## src/rtl/rx_train_pkg.sv

```systemverilog
// ---------------------------------------------------------------------------
// rx_train_pkg
// Types and constants shared by the RX eye trainer and its delay-line step
// sequencer: FSM state encoding, the 8-bit tap index type, sequence phases,
// and the LOAD/MOVE kind and direction codes.
// ---------------------------------------------------------------------------
package rx_train_pkg;

   // Delay-line tap index; NUM_TAPS is at most 256, so 8 bits always suffice.
   typedef logic [7:0] tap_t;

   typedef enum logic [3:0] {
      ST_IDLE,
      ST_LOAD,
      ST_SETTLE,
      ST_SAMPLE,
      ST_EVAL,
      ST_STEP_UP,
      ST_STEP_DN,
      ST_DONE,
      ST_FAIL
   } state_e;

   // Phases of one 3-cycle delay-line sequence. PAUSE covers PRE, STROBE
   // and POST; the LOAD/MOVE strobe is high during STROBE only.
   localparam logic [1:0] PH_IDLE   = 2'd0;
   localparam logic [1:0] PH_PRE    = 2'd1;
   localparam logic [1:0] PH_STROBE = 2'd2;
   localparam logic [1:0] PH_POST   = 2'd3;

   // Sequence kind: reset the line to its base value, or step it one tap.
   localparam logic SEQ_LOAD = 1'b0;
   localparam logic SEQ_MOVE = 1'b1;

   // Delay-line step direction.
   localparam logic DIR_UP = 1'b1;
   localparam logic DIR_DN = 1'b0;

   // Width of the settle/sample cycle counter.
   localparam int CNT_W = 16;

endpackage

```

## src/rtl/rx_dl_step_seq.sv

```systemverilog
// ---------------------------------------------------------------------------
// rx_dl_step_seq
// Generates one 3-cycle delay-line sequence per request:
//   cycle 1: PAUSE
//   cycle 2: PAUSE + LOAD or MOVE
//   cycle 3: PAUSE, with o_done high
// DIRECTION is latched at the request and held for all three cycles.
// A new request accepted in the done cycle starts the next sequence on the
// following cycle, so step-downs can run back-to-back with PAUSE held high.
//
// Ports
//   i_clk, i_rst_n : clock, asynchronous active-low reset
//   i_req          : start a sequence (accepted when idle or in the done cycle)
//   i_kind         : SEQ_LOAD or SEQ_MOVE
//   i_dir          : direction for this sequence (DIR_UP / DIR_DN)
//   o_done         : high in the last cycle of the sequence
//   o_pause        : HS_IO_CLK_PAUSE
//   o_load         : DELAY_LINE_LOAD strobe
//   o_move         : DELAY_LINE_MOVE strobe
//   o_dir          : DELAY_LINE_DIRECTION
// ---------------------------------------------------------------------------
module rx_dl_step_seq
   import rx_train_pkg::*;
(
   input  logic i_clk,
   input  logic i_rst_n,
   input  logic i_req,
   input  logic i_kind,
   input  logic i_dir,
   output logic o_done,
   output logic o_pause,
   output logic o_load,
   output logic o_move,
   output logic o_dir
);

   logic [1:0] r_phase;
   logic       r_kind;
   logic       r_done;
   logic       r_pause;
   logic       r_load;
   logic       r_move;
   logic       r_dir;

   // NOTE: state is assigned with non-blocking (<=) so every register samples
   // the pre-edge values, independent of statement order inside the block.
   always_ff @(posedge i_clk or negedge i_rst_n) begin
      if (!i_rst_n) begin
         r_phase <= PH_IDLE;
         r_kind  <= SEQ_LOAD;
         r_done  <= 1'b0;
         r_pause <= 1'b0;
         r_load  <= 1'b0;
         r_move  <= 1'b0;
         r_dir   <= 1'b0;
      end else begin
         r_load <= 1'b0;
         r_move <= 1'b0;
         r_done <= 1'b0;
         case (r_phase)
            PH_IDLE, PH_POST: begin
               if (i_req) begin
                  r_phase <= PH_PRE;
                  r_pause <= 1'b1;
                  r_kind  <= i_kind;
                  r_dir   <= i_dir;
               end else begin
                  r_phase <= PH_IDLE;
                  r_pause <= 1'b0;
               end
            end
            PH_PRE: begin
               r_phase <= PH_STROBE;
               r_load  <= (r_kind == SEQ_LOAD);
               r_move  <= (r_kind == SEQ_MOVE);
            end
            PH_STROBE: begin
               r_phase <= PH_POST;
               r_done  <= 1'b1;
            end
            default: r_phase <= PH_IDLE;
         endcase
      end
   end

   assign o_done  = r_done;
   assign o_pause = r_pause;
   assign o_load  = r_load;
   assign o_move  = r_move;
   assign o_dir   = r_dir;

endmodule

```

## src/rtl/rx_eye_trainer.sv

```systemverilog
// ---------------------------------------------------------------------------
// rx_eye_trainer
// Sweeps the RX DQS delay line upward one tap at a time from its base value,
// qualifies each tap with the eye-monitor early/late flags, finds the first
// contiguous passing window and steps the line back down to the window
// centre.
//
// Ports
//   FAB_CLK, ARST_N              : clock, asynchronous active-low reset
//   START                        : one-cycle (re)train request, ignored while BUSY
//   EYE_EARLY, EYE_LATE          : eye-monitor error flags
//   RX_DELAY_LINE_OUT_OF_RANGE   : delay line at its end stop
//   DELAY_LINE_SEL/LOAD/DIRECTION/MOVE, HS_IO_CLK_PAUSE : lane-controller port
//   EYE_MONITOR_WIDTH_OUT_CFG    : constant eye-monitor width
//   BUSY, DONE, FAIL             : training status
//   TAP_COUNT                    : current delay-line tap index
//   EYE_WIDTH                    : width of the detected window (0 if none)
// ---------------------------------------------------------------------------
module rx_eye_trainer
   import rx_train_pkg::*;
#(
   parameter int         NUM_TAPS      = 128,
   parameter int         SETTLE_CYCLES = 8,
   parameter int         SAMPLE_CYCLES = 64,
   parameter int         MIN_EYE       = 4,
   parameter logic [2:0] EYE_MON_WIDTH = 3'b011
) (
   input  logic       FAB_CLK,
   input  logic       ARST_N,
   input  logic       START,
   input  logic       EYE_EARLY,
   input  logic       EYE_LATE,
   input  logic       RX_DELAY_LINE_OUT_OF_RANGE,
   output logic       DELAY_LINE_SEL,
   output logic       DELAY_LINE_LOAD,
   output logic       DELAY_LINE_DIRECTION,
   output logic       DELAY_LINE_MOVE,
   output logic       HS_IO_CLK_PAUSE,
   output logic [2:0] EYE_MONITOR_WIDTH_OUT_CFG,
   output logic       BUSY,
   output logic       DONE,
   output logic       FAIL,
   output logic [7:0] TAP_COUNT,
   output logic [7:0] EYE_WIDTH
);

   localparam tap_t LAST_TAP = tap_t'(NUM_TAPS - 1);

   state_e           r_state;
   logic [CNT_W-1:0] r_cnt;
   logic             r_err;
   logic             r_busy;
   logic             r_done;
   logic             r_fail;
   tap_t             r_tap;
   tap_t             r_eye_start;
   logic             r_eye_found;
   tap_t             r_eye_width;
   tap_t             r_target;

   logic w_seq_req;
   logic w_seq_kind;
   logic w_seq_dir;
   logic w_seq_done;

   logic w_tap_fail;
   logic w_is_last;
   logic w_close;
   logic w_abort;
   logic w_eye_ok;
   tap_t w_start;
   tap_t w_end;
   tap_t w_width;
   tap_t w_target;
   tap_t w_tap_dec;

   // Per-tap evaluation. The window start is the current tap when the first
   // passing tap is the one that also closes the window (pass at the last tap).
   // NOTE: every signal written here gets a value on every path; a missing
   // default in always_comb would infer a latch.
   always_comb begin
      w_tap_fail = r_err | RX_DELAY_LINE_OUT_OF_RANGE;
      w_is_last  = (r_tap == LAST_TAP);
      w_start    = r_eye_found ? r_eye_start : r_tap;
      w_end      = w_tap_fail ? (r_tap - 8'd1) : r_tap;
      w_width    = w_end - w_start + 8'd1;
      w_target   = w_start + ((w_width - 8'd1) >> 1);
      w_close    = r_eye_found ? (w_tap_fail | w_is_last) : (~w_tap_fail & w_is_last);
      w_abort    = ~r_eye_found & w_tap_fail & (RX_DELAY_LINE_OUT_OF_RANGE | w_is_last);
      w_eye_ok   = (w_width >= tap_t'(MIN_EYE));
      w_tap_dec  = r_tap - 8'd1;
   end

   // Sequencer requests are raised in the cycle the FSM decides to move, so
   // PAUSE rises together with the state change rather than a cycle later.
   always_comb begin
      w_seq_req  = 1'b0;
      w_seq_kind = SEQ_MOVE;
      w_seq_dir  = DIR_UP;
      case (r_state)
         ST_IDLE, ST_DONE, ST_FAIL: begin
            if (START) begin
               w_seq_req  = 1'b1;
               w_seq_kind = SEQ_LOAD;
            end
         end
         ST_EVAL: begin
            if (w_close) begin
               if (w_eye_ok && (w_target != r_tap)) begin
                  w_seq_req = 1'b1;
                  w_seq_dir = DIR_DN;
               end
            end else if (!w_abort) begin
               w_seq_req = 1'b1;
            end
         end
         ST_STEP_DN: begin
            if (w_seq_done && (w_tap_dec != r_target)) begin
               w_seq_req = 1'b1;
               w_seq_dir = DIR_DN;
            end
         end
         default: ;
      endcase
   end

   always_ff @(posedge FAB_CLK or negedge ARST_N) begin
      if (!ARST_N) begin
         r_state     <= ST_IDLE;
         r_cnt       <= '0;
         r_err       <= 1'b0;
         r_busy      <= 1'b0;
         r_done      <= 1'b0;
         r_fail      <= 1'b0;
         r_tap       <= '0;
         r_eye_start <= '0;
         r_eye_found <= 1'b0;
         r_eye_width <= '0;
         r_target    <= '0;
      end else begin
         case (r_state)
            ST_IDLE, ST_DONE, ST_FAIL: begin
               if (START) begin
                  r_state     <= ST_LOAD;
                  r_busy      <= 1'b1;
                  r_done      <= 1'b0;
                  r_fail      <= 1'b0;
                  r_eye_width <= '0;
                  r_tap       <= '0;
                  r_eye_start <= '0;
                  r_eye_found <= 1'b0;
               end
            end
            ST_LOAD, ST_STEP_UP: begin
               if (w_seq_done) begin
                  r_state <= ST_SETTLE;
                  r_cnt   <= CNT_W'(SETTLE_CYCLES - 1);
               end
            end
            ST_SETTLE: begin
               if (r_cnt == '0) begin
                  r_state <= ST_SAMPLE;
                  r_cnt   <= CNT_W'(SAMPLE_CYCLES - 1);
                  r_err   <= 1'b0;
               end else begin
                  r_cnt <= r_cnt - 1'b1;
               end
            end
            ST_SAMPLE: begin
               // Sticky: a single flagged cycle anywhere in the window fails the tap.
               r_err <= r_err | EYE_EARLY | EYE_LATE;
               if (r_cnt == '0) begin
                  r_state <= ST_EVAL;
               end else begin
                  r_cnt <= r_cnt - 1'b1;
               end
            end
            ST_EVAL: begin
               if (!w_tap_fail && !r_eye_found) begin
                  r_eye_start <= r_tap;
                  r_eye_found <= 1'b1;
               end
               if (w_close) begin
                  r_eye_width <= w_width;
                  if (!w_eye_ok) begin
                     r_state <= ST_FAIL;
                     r_busy  <= 1'b0;
                     r_fail  <= 1'b1;
                  end else if (w_target == r_tap) begin
                     r_state <= ST_DONE;
                     r_busy  <= 1'b0;
                     r_done  <= 1'b1;
                  end else begin
                     r_target <= w_target;
                     r_state  <= ST_STEP_DN;
                  end
               end else if (w_abort) begin
                  r_state <= ST_FAIL;
                  r_busy  <= 1'b0;
                  r_fail  <= 1'b1;
               end else begin
                  r_tap   <= r_tap + 8'd1;
                  r_state <= ST_STEP_UP;
               end
            end
            ST_STEP_DN: begin
               if (w_seq_done) begin
                  r_tap <= w_tap_dec;
                  if (w_tap_dec == r_target) begin
                     r_state <= ST_DONE;
                     r_busy  <= 1'b0;
                     r_done  <= 1'b1;
                  end
               end
            end
            default: r_state <= ST_IDLE;
         endcase
      end
   end

   rx_dl_step_seq u_step_seq (
      .i_clk   (FAB_CLK),
      .i_rst_n (ARST_N),
      .i_req   (w_seq_req),
      .i_kind  (w_seq_kind),
      .i_dir   (w_seq_dir),
      .o_done  (w_seq_done),
      .o_pause (HS_IO_CLK_PAUSE),
      .o_load  (DELAY_LINE_LOAD),
      .o_move  (DELAY_LINE_MOVE),
      .o_dir   (DELAY_LINE_DIRECTION)
   );

   assign DELAY_LINE_SEL            = r_busy;
   assign BUSY                      = r_busy;
   assign DONE                      = r_done;
   assign FAIL                      = r_fail;
   assign TAP_COUNT                 = r_tap;
   assign EYE_WIDTH                 = r_eye_width;
   assign EYE_MONITOR_WIDTH_OUT_CFG = EYE_MON_WIDTH;

endmodule

```

## config.mk

```make
export PLATFORM = sky130hd
export DESIGN_NAME = rx_eye_trainer
export DESIGN_NICKNAME = d
export VERILOG_FILES = /design/src/rtl/rx_train_pkg.sv /design/src/rtl/rx_dl_step_seq.sv /design/src/rtl/rx_eye_trainer.sv
export SDC_FILE = /design/constraint.sdc
export NUM_CORES = 1
export LEC_CHECK = 0
export ABC_AREA = 1
export CAP_MARGIN = 20
export CORE_UTILIZATION = 29
export DETAILED_ROUTE_END_ITERATION = 10
export PLACE_DENSITY = 0.46
export SLEW_MARGIN = 10
export SYNTH_ARGS = -nofsm -noshare
export SYNTH_HDL_FRONTEND = slang
export SYNTH_SLANG_ARGS = --single-unit
```

## constraint.sdc

```tcl
create_clock -name FAB_CLK -period 4.85 [get_ports FAB_CLK]
set_input_delay 0.485 -clock FAB_CLK [delete_from_list [all_inputs] [get_ports FAB_CLK]]
set_output_delay 0.485 -clock FAB_CLK [all_outputs]
set_load 0.01 [all_outputs]
```

==> reports/qor.yml, run 1 <==
portBuffers: 29
ant_nets: 0
synth_top_area_cell: "dfrtp_1"
n_antenna_cell: 0
ys_types: 49
cts_max_path_buffers: 2
start_util: 0.302
dpl.hpwl_um: 11000
num-fill-cells: 1787
cts-htree-levels: 3
cp_max_fo: 6
ys_warn_count: 0
cts_buffers: 9
grt_pass1_vias: 4546
critical_path.max_stage_delay_ns: 0.57
yosysSeqAreaShare: 0.321
synthAdderAreaFrac: 0.0769
worstReg2RegStart: "TAP_COUNT[1]"
nets: 817
grtUsageTotal: 0.169
antenna_found_initial: 0
min_period_over_period: 0.928
drt-initial-drc-count: 266
root_buffer: "clkbuf_16"
cpMostUsedCell: "nand2_1"
die_h_um: 134
drt-pass1-iter-count: 5
grt_overflow: 0
synthArstFlopShare: 1.00
num_vias: 4700
syn_to_final_growth_pct: 25.9
tightest_slew_ns: 0.507
synth_edf_count: 0
synthMuxAreaShare: 0
cp-start-kind: "flip-flop"
slowest_stage: "fa_2"
die_w_um: 134
slew_headroom: 0.662
cp.arrival_ns: 4.78
io_pins: 33
fin_tns_setup_ns: 0
drive_above_1_share: 0.229
cp-startpoint: "TAP_COUNT[1]"
drv.max_cap_violation_count: 0
yosys-top-cells-count: "199 x nand2_1, 70 x inv_1, 65 x dfrtp_1"
drc: 0
drt-vias-per-instance: 4.67
grt_pass1_wl_um: 23600
cp-end-kind: "flip-flop"
yosys.area_share.simple: 0.353
synth_compound_area_frac: 0.108
dieArea_um2: 18000
hold_viol: 0
skew_ns: 0.00595
slew_viol_final: 0
clk_pin_slew_ns: 0.06
grt_max_degree: 40
avgSynthCellArea_um2: 7.23
synth_top_family_by_area: "simple AND/OR/NAND/NOR gates"
place.gp.congestion: 0.876
synth_area_leaders: "dfrtp_1 32%, nand2_1 15%, ha_1 6.9%"
wl_um: 14400
syn_inst: 702
layout_setup_ws_ns: 0.350
core_area_um2: 16800
clock.fmax_mhz: 222
cts_tree: "built"
ys_ff_latch: 65
clock-sinks: 65
yosysTopAreaCellShare: 0.321
cts_hold_buffers: 0
yosys.area_share.xor_xnor: 0.0392
setup_viol: 0
min_path_type: "input port to async pin"
wl_per_cell_um: 14.3
post-route-min-period_ns: 4.50
synth_most_common_cell: "nand2_1"
clock_latency_ns: 0.35
multi_input_area_um2: 3070
syn_area_um2: 5070
setup.worst_path.class: "flip-flop to flip-flop"
status: "complete, no violations"
synth_ff_type: "dfrtp_1"
critPathRequiredTime_ns: 5.13
seq_area_um2: 1630
rows: 47
holdWs_ns: 0.104
post-place-ws_ns: -0.211
## registers in the layout (all words and copies together) (netlist names), 2 cells and up
| name | count |
|---|---|
| TAP_COUNT | 8 |
| u_step_seq.r_phase | 2 |
| r_cnt | 16 |
| r_state | 4 |
| r_target | 8 |
| EYE_WIDTH | 8 |
| r_eye_start | 8 |
## cell families after synthesis
family / after synthesis
adders and majority gates: 30
and+or+nand+nor: 379
buffers and inverters: 112
DFF: 65
xor gates and xnor gates: 21
other: 2
AOI/OAI and AO/OA: 93
## cell type report
cell class | instances | share of cell area
timing repair buffer | 82 | 0.114
clock buffer | 11 | 0.0396
inverter | 97 | 0.0588
clock inverter | 5 | 0.00960
sequential | 65 | 0.255
tap | 220 | 0.0431
multi-input combinational | 526 | 0.480
## per-layer routing
metal | track usage | wire length [um] | up-vias
met5 | 0 | 0 | -
met4 | 0.0549 | 269 | 0
met3 | 0.0268 | 597 | 16
met2 | 0.261 | 6400 | 92
met1 | 0.241 | 7120 | 2179
li1 | - | - | 2413
## cell usage in the layout, fill, tap and decap left out, types with 9 or more instances in the layout
| cell type | synthesis | routed |
|---|---|---|
| nand2_1 | 199 | 192 |
| inv_1 | 70 | 69 |
| dfrtp_1 | 65 | 64 |
| nor2_1 | 55 | 51 |
| buf_4 | 4 | 48 |
| nand3_1 | 45 | 43 |
| o21ai_0 | 40 | 35 |
| clkdlybuf4s50_1 | 0 | 27 |
| ha_1 | 28 | 24 |
| inv_2 | 22 | 22 |
| a21oi_1 | 18 | 17 |
| nand2_2 | 10 | 17 |
| xor2_1 | 16 | 16 |
| o21ai_1 | 12 | 14 |
| nand4_1 | 13 | 13 |
| o21ai_2 | 10 | 13 |
| nor2_2 | 5 | 9 |
| nand3_2 | 8 | 9 |
| clkbuf_16 | 0 | 9 |
## critical path: cells and delay by family (launching register included)
| kind | cells | cell delay (ns) |
|---|---|---|
| AND/OR/NAND/NOR | 19 | 1.93 |
| adder cells (fa/ha/maj) | 4 | 1.42 |
| buffers and inverters | 5 | 0.43 |
| flip-flops | 1 | 0.41 |
| XOR/XNOR | 1 | 0.17 |
| AO/OA/AOI/OAI | 1 | 0.10 |
## what timing repair did
action	4_1_cts	5_1_grt
buffers inserted	0	12
resized for setup	0	41
endpoints found under the setup margin	0	15
## per-stage QoR
| step | instances | cell area [um2] | utilization |
|---|---|---|---|
| global route | 1006 | 6390 | 0.380 |
| floorplan | 703 | 5080 | - |
| finish | 1006 | 6390 | 0.380 |
| detailed placement | 977 | 5810 | 0.346 |
| CTS | 993 | 6130 | 0.364 |
| global placement | 977 | 5810 | 0.346 |
## path summary, 6_finish.rpt
| check | depth (start not counted) | slack (ns) | endpoint |
|---|---|---|---|
| worst max-delay path | 30 | 0.35 | r_state[0] |
| worst min-delay path | 1 | 0.10 | EYE_WIDTH[4] |
| worst max register to register | 30 | 0.35 | r_state[0] |
| worst min register to register | 1 | 0.46 | u_step_seq.o_load |
| max in group asynchronous | 2 | 3.97 | u_step_seq.o_done |
| min in group FAB_CLK | 1 | 0.46 | u_step_seq.o_load |
Power of run 1 is not shown: default switching activity piles up to over one toggle a cycle in this logic, so the estimate is an artifact.
==> run 2: changes to the inputs <==
ABC_AREA = default   (was 1)
==> reports/qor.yml, run 2 <==
syn_to_final_growth_pct: 37.2
critPathRequiredTime_ns: 5.08  # -0.05 ns
min_period_over_period: 1.07  # +0.145
layout_setup_ws_ns: -0.352  # -0.702 ns
cp.depth: 23  # -23%
grt_pass1_wl_um: 23300  # -1.5%
cts_hold_buffers: 0  # unchanged
nets: 712  # -13%
reg2reg_slack_ns: -0.35  # -0.70 ns
cts-htree-levels: 3  # unchanged
setup.worst_path.class: "flip-flop to flip-flop"
wl_um: 14500  # +0.71%
place.gp.congestion: 0.839  # -4.2%
avgSynthCellArea_um2: 8.57  # +19%
cp_cell_sequence: "inv_4 -> ha_4 -> nand2_1 -> o21ai_1 -> ha_1 -> inv_1 -> ha_2 -> inv_2 -> fa_2 -> nand2b_4 -> a21oi_4 -> xor2_2 -> nor4_4 -> nand2_1 -> xor2_1 -> ha_1 -> xnor2_2 -> a211o_1 -> or4_4 -> nor3_4 -> o2111ai_4 -> a311o_2 -> mux2_4"
cp-start-kind: "flip-flop"
cp.arrival_ns: 5.43  # +0.65 ns
cp-startpoint: "TAP_COUNT[1]"
worstReg2RegStart: "TAP_COUNT[1]"
ys_warn_count: 0  # unchanged
post-route-min-period_ns: 5.20  # +0.702 ns
core_area_um2: 16100  # -4.2%
status: "complete, but fails checks"
rows: 46  # -2.1%
n_antenna_cell: 0  # unchanged
clock-sinks: 65  # unchanged
grtUsageTotal: 0.172  # +0.00270
slew_headroom: 0.376  # -0.286
syn_inst: 566  # -19%
rsz0062_at_grt: "true"
synth_ff_type: "dfrtp_1"
top_register: "r_cnt"
synth_area_leaders: "dfrtp_1 34%, ha_1 7.2%, xor2_1 4.5%"
root_buffer: "clkbuf_16"
wl_per_cell_um: 16.2  # +13%
crit_end: "u_step_seq.r_kind"
drv.max_cap_violation_count: 0  # unchanged
cts_max_path_buffers: 2  # unchanged
skew_ns: 0.00770  # +0.00174 ns
cp_top_family: "adder cells"
drt-initial-drc-count: 315  # +18%
synthArstFlopShare: 1.00  # unchanged
drt-vias-per-instance: 5.01  # +7.3%
clk_pin_slew_ns: 0.06  # about the same
cp-end-kind: "flip-flop"
yosys-top-cells-count: "65 x dfrtp_1, 57 x nand2_1, 45 x nor2_1"
portBuffers: 29  # unchanged
io_pins: 33  # unchanged
setup_viol: 15  # +15
ys_types: 65  # +33%
dieArea_um2: 17200  # -4.3%
slowest_stage: "or4_4"
largest_reg_flops: 16  # unchanged
grt_pass1_vias: 4259  # -6.3%
drc: 0  # unchanged
cp_max_fo: 4  # -2
die_w_um: 131  # -2.2%
synth_most_common_cell: "dfrtp_1"
die_h_um: 131  # -2.2%
tightest_slew_ns: 0.936  # +0.429 ns
clock.fmax_mhz: 192  # -13%
dpl_cell_area_um2: 6050  # +4.1%
crit_buf_inv: 3  # -2
critical_path.max_stage_delay_ns: 0.55  # -0.02 ns
yosysSeqAreaShare: 0.335  # +0.0147
design_area_um2: 6660  # +4.2%
clock_latency_ns: 0.34  # about the same
dpl.hpwl_um: 10800  # -1.7%
grt_overflow: 0  # unchanged
grt_max_degree: 66  # +65%
reg2reg_depth: 23  # -23%
drive_above_1_share: 0.258  # +0.0294
synth_edf_count: 0  # unchanged
layout_common_cells: "95 x buf_4, 62 x dfrtp_1, 57 x nand2_1"
cts_buffers: 9  # unchanged
slew_viol_final: 0  # unchanged
num_vias: 4498  # -4.3%
antenna_found_initial: 0  # unchanged
r2r-end: "u_step_seq.r_kind"
min_path_type: "input port to async pin"
final_common_cell: "buf_4"
cts_tree: "built"
start_util: 0.301  # -0.000657
synth_top_area_cell: "dfrtp_1"
syn_area_um2: 4850  # -4.4%
yosysTopAreaCellShare: 0.335  # +0.0147
ys_ff_latch: 65  # unchanged
hold_viol: 0  # unchanged
drt-pass1-iter-count: 4  # -1
violations: "setup timing"
ant_nets: 0  # unchanged
==> run 2: changes by cell type in the layout (fill, tap and decap cells not counted), sizes merged, moves of 12 or more <==
cell / previous run / this run
nand3: 56 / 24
o21ai: 63 / 43
nand2: 209 / 58
buf: 54 / 100
inv: 94 / 37
nor2: 66 / 46
o21a: 0 / 12
xnor2: 5 / 23
==> run 2: worst min path at each step <==
stage          cells after the start              start                 to  slack, ns
2_1_floorplan                      0             ARST_N               BUSY       0.19
4_1_cts                            2             ARST_N        r_target[3]       0.39
6_report                           2             ARST_N        r_target[3]       0.32
3_5_place_dp                       1  u_step_seq.r_kind  u_step_seq.o_load       0.45
5_1_grt                            2             ARST_N        r_target[3]       0.42
3_3_place_gp                       1  u_step_seq.r_kind  u_step_seq.o_load       0.45
==> run 2: timing repair <==
action                                  4_1_cts  5_1_grt
endpoints found under the setup margin       15       15
gates resized for setup                      22       15
pin swaps                                     7        5
buffers inserted                              7        5
==> run 2: kinds of logic after synthesis <==
logic type | after synthesis | share of synthesized area
AO/OA/AOI/OAI | 130 | 0.176
other | 2 | 0.00155
buffers and inverters | 67 | 0.0580
flip-flops | 65 | 0.335
AND/OR/NAND/NOR | 205 | 0.213
adder cells (fa/ha/maj) | 30 | 0.0805
multiplexers | 17 | 0.0389
XOR/XNOR | 50 | 0.0959
==> run 2: per-layer routing <==
layer	vias to the layer above	wire [um]	global-route usage
met1	2190	6960	0.237
met5	-	0	0
met3	14	481	0.0340
met4	0	183	0.0446
li1	2204	-	-
met2	90	6860	0.274
==> run 2: metrics by stage <==
step,setup TNS (ns),utilization,hold slack [ns],cells,worst slack [ns]
after detailed placement,-13.77,0.375,0.454,870,-1.23
final,-3.56,0.413,0.321,897,-0.352
after floorplan,-4.44,-,0.189,567,-0.517
after global routing,-5.94,0.413,0.421,897,-0.507
after CTS,-3.91,0.406,0.393,893,-0.392
after global placement,-13.47,0.375,0.451,870,-1.18
==> run 2: worst register-to-register path, stage by stage (launching register included) <==
cell	delay, ns
dfrtp_2	0.46
inv_4	0.10
ha_4	0.19
nand2_1	0.06
o21ai_1	0.07
ha_1	0.28
inv_1	0.06
ha_2	0.19
inv_2	0.04
fa_2	0.36
nand2b_4	0.17
a21oi_4	0.16
xor2_2	0.12
nor4_4	0.27
nand2_1	0.10
xor2_1	0.15
ha_1	0.33
xnor2_2	0.15
a211o_1	0.25
or4_4	0.55
nor3_4	0.16
o2111ai_4	0.17
a311o_2	0.40
mux2_4	0.30
==> run 2: area by class of cell <==
class	count	area, um2
sequential	65	1630
clock inverter	6	114
timing repair buffer	128	1040
inverter	37	144
multi-input combinational	435	3220
clock buffer	10	239
tap	216	270
fill	1609	9460
Power of run 2 is left out for the same reason.
==> run 3: changes to the inputs <==
CTS_CLUSTER_DIAMETER = 80   (was default)
==> results of run 3 <==
Same layout as run 2: the final DEF is identical, and so are final timing and power.
Power of run 3 is left out for the same reason.
